## config.mk

```make
export PLATFORM = sky130hd
export DESIGN_NAME = muldiv_unit
export DESIGN_NICKNAME = d
export VERILOG_FILES = /design/src/rtl/muldiv_unit.sv
export SDC_FILE = /design/constraint.sdc
export NUM_CORES = 1
export LEC_CHECK = 0
export CAP_MARGIN = 20
export CORE_MARGIN = 4
export CORE_UTILIZATION = 50
export DETAILED_ROUTE_END_ITERATION = 16
export PLACE_DENSITY_LB_ADDON = 0.08
export SLEW_MARGIN = 20
export SYNTH_ARGS = -nofsm -noshare
export SYNTH_HDL_FRONTEND = slang
export SYNTH_SLANG_ARGS = --single-unit
```

## constraint.sdc

```tcl
create_clock -name clk -period 10.2 [get_ports clk]
set_input_delay 2.04 -clock clk [delete_from_list [all_inputs] [get_ports clk]]
set_output_delay 2.04 -clock clk [all_outputs]
set_load 0.05 [all_outputs]
```

## src/rtl/muldiv_unit.sv

```systemverilog
// Iterative radix-2 multiply/divide unit owning the HI/LO pair.
// One multiplier/quotient bit per cycle, then a sign-fixup cycle that commits HI/LO.
module muldiv_unit #(
    parameter int WIDTH = 32
) (
    input  logic             clk,
    input  logic             reset,
    input  logic             start,
    input  logic [2:0]       op,
    input  logic [WIDTH-1:0] a,
    input  logic [WIDTH-1:0] b,
    output logic             busy,
    output logic             done,
    output logic [WIDTH-1:0] hi,
    output logic [WIDTH-1:0] lo
);

    localparam int CW = $clog2(WIDTH);

    localparam logic [1:0] S_IDLE = 2'd0;
    localparam logic [1:0] S_CALC = 2'd1;
    localparam logic [1:0] S_FIX  = 2'd2;

    localparam logic [2:0] OP_MTHI = 3'b100;
    localparam logic [2:0] OP_MTLO = 3'b101;

    function automatic logic [WIDTH-1:0] neg_w(input logic [WIDTH-1:0] v, input logic en);
        return en ? -v : v;
    endfunction

    function automatic logic [2*WIDTH-1:0] neg_2w(input logic [2*WIDTH-1:0] v, input logic en);
        return en ? -v : v;
    endfunction

    logic [1:0]         state_q, state_d;
    logic [CW-1:0]      cnt_q, cnt_d;
    logic [2*WIDTH-1:0] acc_q, acc_d;
    logic [WIDTH-1:0]   opd_q, opd_d;
    logic               is_div_q, is_div_d;
    logic               qneg_q, qneg_d;
    logic               rneg_q, rneg_d;
    logic               dz_q, dz_d;
    logic               done_q, done_d;
    logic [WIDTH-1:0]   hi_q, hi_d;
    logic [WIDTH-1:0]   lo_q, lo_d;

    logic signed [WIDTH-1:0] a_s, b_s;
    logic                    sgn_op, a_neg, b_neg;
    logic [WIDTH-1:0]        a_mag, b_mag;

    logic [WIDTH:0]     mul_sum;
    logic [2*WIDTH-1:0] mul_next;
    logic [WIDTH:0]     div_shift;
    logic               div_ge;
    logic [WIDTH-1:0]   div_rem;
    logic [2*WIDTH-1:0] div_next;
    logic [2*WIDTH-1:0] prod_fixed;

    assign a_s    = a;
    assign b_s    = b;
    assign sgn_op = op[0];
    assign a_neg  = sgn_op && (a_s < 0);
    assign b_neg  = sgn_op && (b_s < 0);
    assign a_mag  = neg_w(a, a_neg);
    assign b_mag  = neg_w(b, b_neg);

    // Shift-add: acc = {partial product, remaining multiplier bits}.
    assign mul_sum  = {1'b0, acc_q[2*WIDTH-1:WIDTH]} + {1'b0, (acc_q[0] ? opd_q : {WIDTH{1'b0}})};
    assign mul_next = {mul_sum, acc_q[WIDTH-1:1]};

    // Restoring divide: acc = {partial remainder, dividend bits / quotient bits}.
    assign div_shift = {acc_q[2*WIDTH-1:WIDTH], acc_q[WIDTH-1]};
    assign div_ge    = div_shift >= {1'b0, opd_q};
    assign div_rem   = div_ge ? WIDTH'(div_shift - {1'b0, opd_q}) : div_shift[WIDTH-1:0];
    assign div_next  = {div_rem, acc_q[WIDTH-2:0], div_ge};

    assign prod_fixed = neg_2w(acc_q, qneg_q);

    always_comb begin
        state_d  = state_q;
        cnt_d    = cnt_q;
        acc_d    = acc_q;
        opd_d    = opd_q;
        is_div_d = is_div_q;
        qneg_d   = qneg_q;
        rneg_d   = rneg_q;
        dz_d     = dz_q;
        hi_d     = hi_q;
        lo_d     = lo_q;
        done_d   = 1'b0;

        case (state_q)
            S_IDLE: begin
                if (start) begin
                    if (!op[2]) begin
                        state_d  = S_CALC;
                        cnt_d    = CW'(WIDTH - 1);
                        is_div_d = op[1];
                        qneg_d   = a_neg ^ b_neg;
                        rneg_d   = a_neg;
                        dz_d     = op[1] && (b == '0);
                        acc_d    = {{WIDTH{1'b0}}, (op[1] ? a_mag : b_mag)};
                        opd_d    = op[1] ? b_mag : a_mag;
                    end else if (op == OP_MTHI) begin
                        hi_d = a;
                    end else if (op == OP_MTLO) begin
                        lo_d = a;
                    end
                end
            end
            S_CALC: begin
                acc_d = is_div_q ? div_next : mul_next;
                if (cnt_q == '0) begin
                    state_d = S_FIX;
                end else begin
                    cnt_d = cnt_q - CW'(1);
                end
            end
            S_FIX: begin
                if (is_div_q && dz_q) begin
                    // With a zero divisor the remainder field ends up holding |a|;
                    // undoing the magnitude restores the raw dividend.
                    hi_d = neg_w(acc_q[2*WIDTH-1:WIDTH], rneg_q);
                    lo_d = '1;
                end else if (is_div_q) begin
                    hi_d = neg_w(acc_q[2*WIDTH-1:WIDTH], rneg_q);
                    lo_d = neg_w(acc_q[WIDTH-1:0], qneg_q);
                end else begin
                    hi_d = prod_fixed[2*WIDTH-1:WIDTH];
                    lo_d = prod_fixed[WIDTH-1:0];
                end
                done_d  = 1'b1;
                state_d = S_IDLE;
            end
            default: state_d = S_IDLE;
        endcase
    end

    always_ff @(posedge clk or posedge reset) begin
        if (reset) begin
            state_q  <= S_IDLE;
            cnt_q    <= '0;
            acc_q    <= '0;
            opd_q    <= '0;
            is_div_q <= 1'b0;
            qneg_q   <= 1'b0;
            rneg_q   <= 1'b0;
            dz_q     <= 1'b0;
            done_q   <= 1'b0;
            hi_q     <= '0;
            lo_q     <= '0;
        end else begin
            state_q  <= state_d;
            cnt_q    <= cnt_d;
            acc_q    <= acc_d;
            opd_q    <= opd_d;
            is_div_q <= is_div_d;
            qneg_q   <= qneg_d;
            rneg_q   <= rneg_d;
            dz_q     <= dz_d;
            done_q   <= done_d;
            hi_q     <= hi_d;
            lo_q     <= lo_d;
        end
    end

    assign busy = (state_q != S_IDLE);
    assign done = done_q;
    assign hi   = hi_q;
    assign lo   = lo_q;

endmodule

```

# After elaboration in Yosys (flattened, before gate mapping)
# Cells that the tools add are included.
# Widths: inputs -> output; s select.
# word_totals
output_inout_bits,66
inputBits,70
reg_bits,172
word_cells,87
# op_classes
n_reduce_logical,16
n_addsub,8
n_lt_le_gt_ge,3
mux,35
eq_ne,12
bitwise_logic,2
# ops
operator,count
$mux 32,19
$mux 64,4
$neg 32->32,4
$pmux 32 s2,2
$pmux 64 s2,1
$lt 32x1->1 const B,2
$neg 64->64,1
$add 32x32->33,1
$ge 33x32->1,1
$logic_not 32->1,1
$sub 32x32->32,1
$ne 2x2->1 const B,8
$mux 5,3
$pmux 5 s2,1
$reduce_and 3->1,3
$reduce_and 4->1,2
$eq 3x3->1 const B,2
$mux 2,3
$reduce_bool 2->1,3
$logic_not 5->1,1
$reduce_and 5->1,1
$sub 5x1->5 const B,1
$logic_and 1x1->1,4
$pmux 2 s2,1
6 further kinds,6

# Logic depth before layout (Yosys ltp)
# logic_depth
ltp_word,7
depth_mapped,13

# Least setup slack after synthesis
# No wires, ideal clock.
# synth_path
path_kind,input to register
startpoint,in b[13]
endpoint,reg acc_q[28]
t_arrival_ns,4.420
slack_ns,5.659
stages,9
setup_time_ns,0.121
path_cell_list,or4_1 > or4b_1 > or3_1 > clkbuf_1 > o41ai_1 > xnor2_1 > nand2_1 > o211ai_1 > a22o_1
# synth_via
elab_chain_cells,7
word_cells_on_any_way,8
classes_between,add/sub (1); order compare (1); mux (5); reduce/logical (1)
# synth_rtl
element,line_no,rtl
"start, declared",11,"input logic [WIDTH-1:0] b,"
$lt 32x1->1,63,assign b_neg = sgn_op && (b_s < 0);
$logic_and 1x1->1,63,
$mux 32 (*),28,return en ? -v : v;
$mux 32 (*),102,"acc_d = {{WIDTH{1'b0}}, (op[1] ? a_mag : b_mag)};"
$mux 64 (*),95,if (!op[2]) begin
$mux 64 (*),94,if (start) begin
$pmux 64 s2 (*),92,case (state_q)
"end signal, assigned",143,acc_q <= '0;
"end signal, assigned",155,acc_q <= acc_d;
"end, declared",37,"logic [2*WIDTH-1:0] acc_q, acc_d;"
# Mark *: on every way between the ends. The rest lies on a longest branch, timed or not. The select of a mux whose other input is x is not followed.
# A chain may end at the register's enable or synchronous reset.

# Worst setup path in the final report
# layout_path
startpoint,in a[3]
endpoint,reg opd_q[28]
# layout_via
elab_chain_cells,4
word_cells_on_any_way,5
classes_between,add/sub (1); order compare (1); mux (2); reduce/logical (1)
# layout_rtl
element,line_no,rtl
"start, declared",10,"input logic [WIDTH-1:0] a,"
$lt 32x1->1,62,assign a_neg = sgn_op && (a_s < 0);
$logic_and 1x1->1,62,
$mux 32 (*),28,
$mux 32 (*),103,opd_d = op[1] ? b_mag : a_mag;
"end signal, assigned",156,opd_q <= opd_d;
"end, declared",38,"logic [WIDTH-1:0] opd_q, opd_d;"
# Mark *: on every way between the ends. The rest lies on a longest branch, timed or not.

==> results.py <==
metrics = {
    "yosys": {
        "synth.area.mux_share_pct": 4.93,
        "syn_inst": 1896,
        "synthAdderAreaFrac_pct": 6.20,
        "netlist_area_sq_um": 14800,
        "seq_area_frac_synth_pct": 29.2,
        "ys_async_sr_fraction_pct": 100,
        "synth_seq_cells": 172,
        "syn_area_per_cell_sq_um": 7.79,
        "synth_warnings": 0,
        "synth_top_family_by_area": "compound AO/OA/AOI/OAI gates",
        "synth_xor_area_share_pct": 10.1,
        "synth_simple_gate_area_share_pct": 18.8,
        "synth_edf_count": 0,
        "synth_compound_area_share_pct": 26.0,
        "synth_nets": 2038,
        "ys.flop_type": "dfrtp_1",
        "yosysUniqueCellTypes": 75,
    },
    "placed_design": {
        "dp_hpwl_um": 40800,
        "placedCellCount": 2317,
        "place_ws_ps": 4720,
        "place_congestion": 0.954,
        "io_buffers": 135,
        "post_dp_cell_area_sq_um": 16300,
    },
    "outcome": {
        "status": "complete, no violations",
    },
    "clock_tree": {
        "ctsResizeCount": 0,
        "cts_max_path_buffers": 2,
        "root_buffer": "clkbuf_16",
        "ctsHoldBuffers": 0,
        "clk_latency_ps": 460,
        "post_cts_buffers": 0,
        "cts_tree": "done",
        "cts_max_level": 4,
        "clock-sinks": 172,
        "cts_buffers": 17,
        "cts.clk_slew.worst_paths_ps": 80,
    },
    "timing": {
        "fin_crit_sh_pct": 50.1,
        "holdWs_ps": 481,
        "finalHoldViolCount": 0,
        "tightest_slew_ps": 1020,
        "clock.fmax_ghz": 0.196,
        "rsz0062_at_grt": "false",
        "maxSlewHeadroom_pct": 31.2,
        "fin_crit_ps": 5110,
        "fin_tns_setup_ps": 0,
        "fin_ws_ps": 5090,
        "drv_slew": 0,
        "finalSetupViolations": 0,
        "clock-skew-final_ps": 18.7,
    },
    "setup_path": {
        "worstPathRequired_ps": 10530,
        "worstPathArrival_ps": 5440,
        "startpoint_type": "input pin",
        "crit_fanout": 7,
        "critPathKind": "input pin to flip-flop",
        "crit_path_end_kind": "flip-flop",
    },
    "layout": {
        "stdcell_count": 2350,
        "finalInstanceArea_sq_um": 16900,
        "antenna_cells": 0,
        "drive_gt1_share_pct": 4.27,
        "area_delta_synth_final_pct": 14.7,
        "fin_nets": 2095,
        "fillCellCount": 2679,
    },
    "global_route": {
        "overflow": 0,
        "grtUsageTotal_pct": 32.0,
        "first_global_vias": 13600,
        "grt_max_degree": 89,
        "antenna_found_initial": 1,
        "grt_first_pass_wirelength_um": 81800,
    },
    "die": {
        "coreArea_sq_um": 28900,
        "start_util_pct": 51.0,
        "dieHeight_um": 180,
        "io-pin-count": 136,
        "die_x_um": 180,
        "fp-row-count": 62,
        "die_area_sq_um": 32300,
    },
    "flow_run": {
        "maxCapViolCount": 0,
    },
    "hold_path": {
        "min_path_type": "flip-flop to flip-flop",
    },
    "power": {
        "p_per_area_nw_per_um2": 386,
        "ir_worst_vdd_mv": 0.217,
        "p_leak_nw": 7.03,
    },
    "route": {
        "first_pass_iters": 6,
        "wire_per_inst_um": 23.1,
        "final_antenna_net_count": 0,
        "vias": 14800,
        "wirelength_um": 54200,
        "drcViolationCount": 0,
        "vias_per_cell": 6.31,
        "dr.first_iter.drc_count": 1672,
    },
}
-- path summary, 6_finish.rpt --
path,start,endpoint,slack (ps),cells after the start
min reg2reg,lo[3],lo[3],480,2
max,a[3],opd_q[28],5090,10
max reg2reg,acc_q[0],acc_q[60],5720,13
min in group asynchronous,reset,lo[9],1960,2
max in group asynchronous,reset,opd_q[30],6930,3
min,lo[3],lo[3],480,2
-- critical path, cell delays in order --
cell and delay, ps:
clkdlybuf4s50_1 480, or3_1 460, nor3b_1 660, nand3_1 220, o41ai_1 710, o21ai_0 250, xnor2_1 240, nor2_1 60
a211oi_1 250, a21oi_1 60
-- registers in the layout, summed over array words and instances (netlist names), 2 cells and up --
signal,count
lo,32
state_q,2
cnt_q,5
acc_q,64
opd_q,32
hi,32
-- through the flow --
stage               utilization (%)  total power, mW
detailed placement             56.4             5.73
CTS                            58.5             6.45
finish                         58.5             6.53
global route                   58.5             6.97
global placement               56.4             5.69
floorplan                         -             4.48
-- routing by layer --
| metal | wire length, um | vias up | GRT usage, % | share of wire, % |
|---|---|---|---|---|
| met5 | 13 | - | 0 | 0.024 |
| met4 | 1810 | 2 | 11.1 | 3.3 |
| met1 | 24300 | 7057 | 45.8 | 45 |
| met3 | 5510 | 106 | 9.46 | 10 |
| met2 | 22600 | 709 | 46.2 | 42 |
| li1 | - | 6961 | - | - |
-- Yosys cell counts, types with 7 or more instances --
cell type / number / area, sq um
dfrtp_1: 172 / 4300
nand2b_1: 17 / 106
o21a_1: 11 / 82.6
o22ai_1: 33 / 206
o221ai_1: 7 / 61.3
a22oi_1: 17 / 128
nand2_1: 198 / 743
nand4_1: 13 / 81.3
and2_1: 10 / 62.6
a21oi_1: 183 / 916
o21ai_1: 19 / 95.1
buf_1: 7 / 26.3
o31ai_1: 23 / 173
a21o_1: 24 / 180
o211ai_1: 18 / 135
nor2b_1: 13 / 81.3
a31oi_1: 15 / 93.8
nor4_1: 19 / 119
ha_1: 70 / 876
xor2_1: 77 / 674
nor3_1: 37 / 185
o21bai_1: 12 / 90.1
o21ai_0: 189 / 946
a211oi_1: 21 / 158
nor2_1: 177 / 664
nand3_1: 27 / 135
or4_1: 9 / 67.6
or3_1: 13 / 81.3
or2_2: 7 / 43.8
clkbuf_1: 107 / 402
and3_1: 19 / 119
xnor2_1: 94 / 823
o41ai_1: 15 / 131
inv_1: 64 / 240
mux2i_1: 66 / 661
-- cell type report --
class / instances / area [sq um] / area share [%]
clock inverters: 15 / 179 / 1.06
flip-flops and latches: 172 / 4310 / 25.4
inverters: 65 / 249 / 1.47
clock buffers: 17 / 425 / 2.51
repair buffers: 157 / 1520 / 8.97
multi-input cells: 1540 / 9770 / 57.7
well taps: 384 / 480 / 2.84
-- cell families after synthesis --
group | count (synthesis)
AND/OR/NAND/NOR | 591
adder cells (fa/ha/maj) | 72
flip-flops | 172
multiplexers | 72
XOR/XNOR | 171
buffers and inverters | 184
AO/OA/AOI/OAI | 634
-- power by group --
group          internal, mW  switching (mW)  total, mW  leakage, nW
clock network         0.371           0.335      0.706        0.293
logic                  1.69            2.66       4.35         4.62
registers             0.999           0.476       1.48         2.12
total                  3.06            3.47       6.53         7.03
-- layout by cell type (no fill, tap or decap), types with 7 or more instances in the layout --
master           count
o21ai_0            189
nand3_1             27
a21o_1              24
nor2b_1             13
o221ai_1             7
buf_4               21
dfrtp_1            171
o211ai_1            18
ha_1                70
inv_1               63
or3_1               13
o41ai_1             15
o21a_1              11
and3_1              19
and2_1              10
nor4_1              19
nor2_1             174
a31oi_1             15
o22ai_1             33
nor3_1              37
o31ai_1             23
nand2b_1            16
or4_1                9
nand2_1            198
a21oi_1            183
a22oi_1             17
mux2i_1             66
a211oi_1            21
xnor2_1             94
nand4_1             13
clkdlybuf4s50_1    134
clkbuf_16           17
o21ai_1             18
o21bai_1            12
xor2_1              77
or2_2                7
Note: power is estimated with default switching activity, not from simulation.
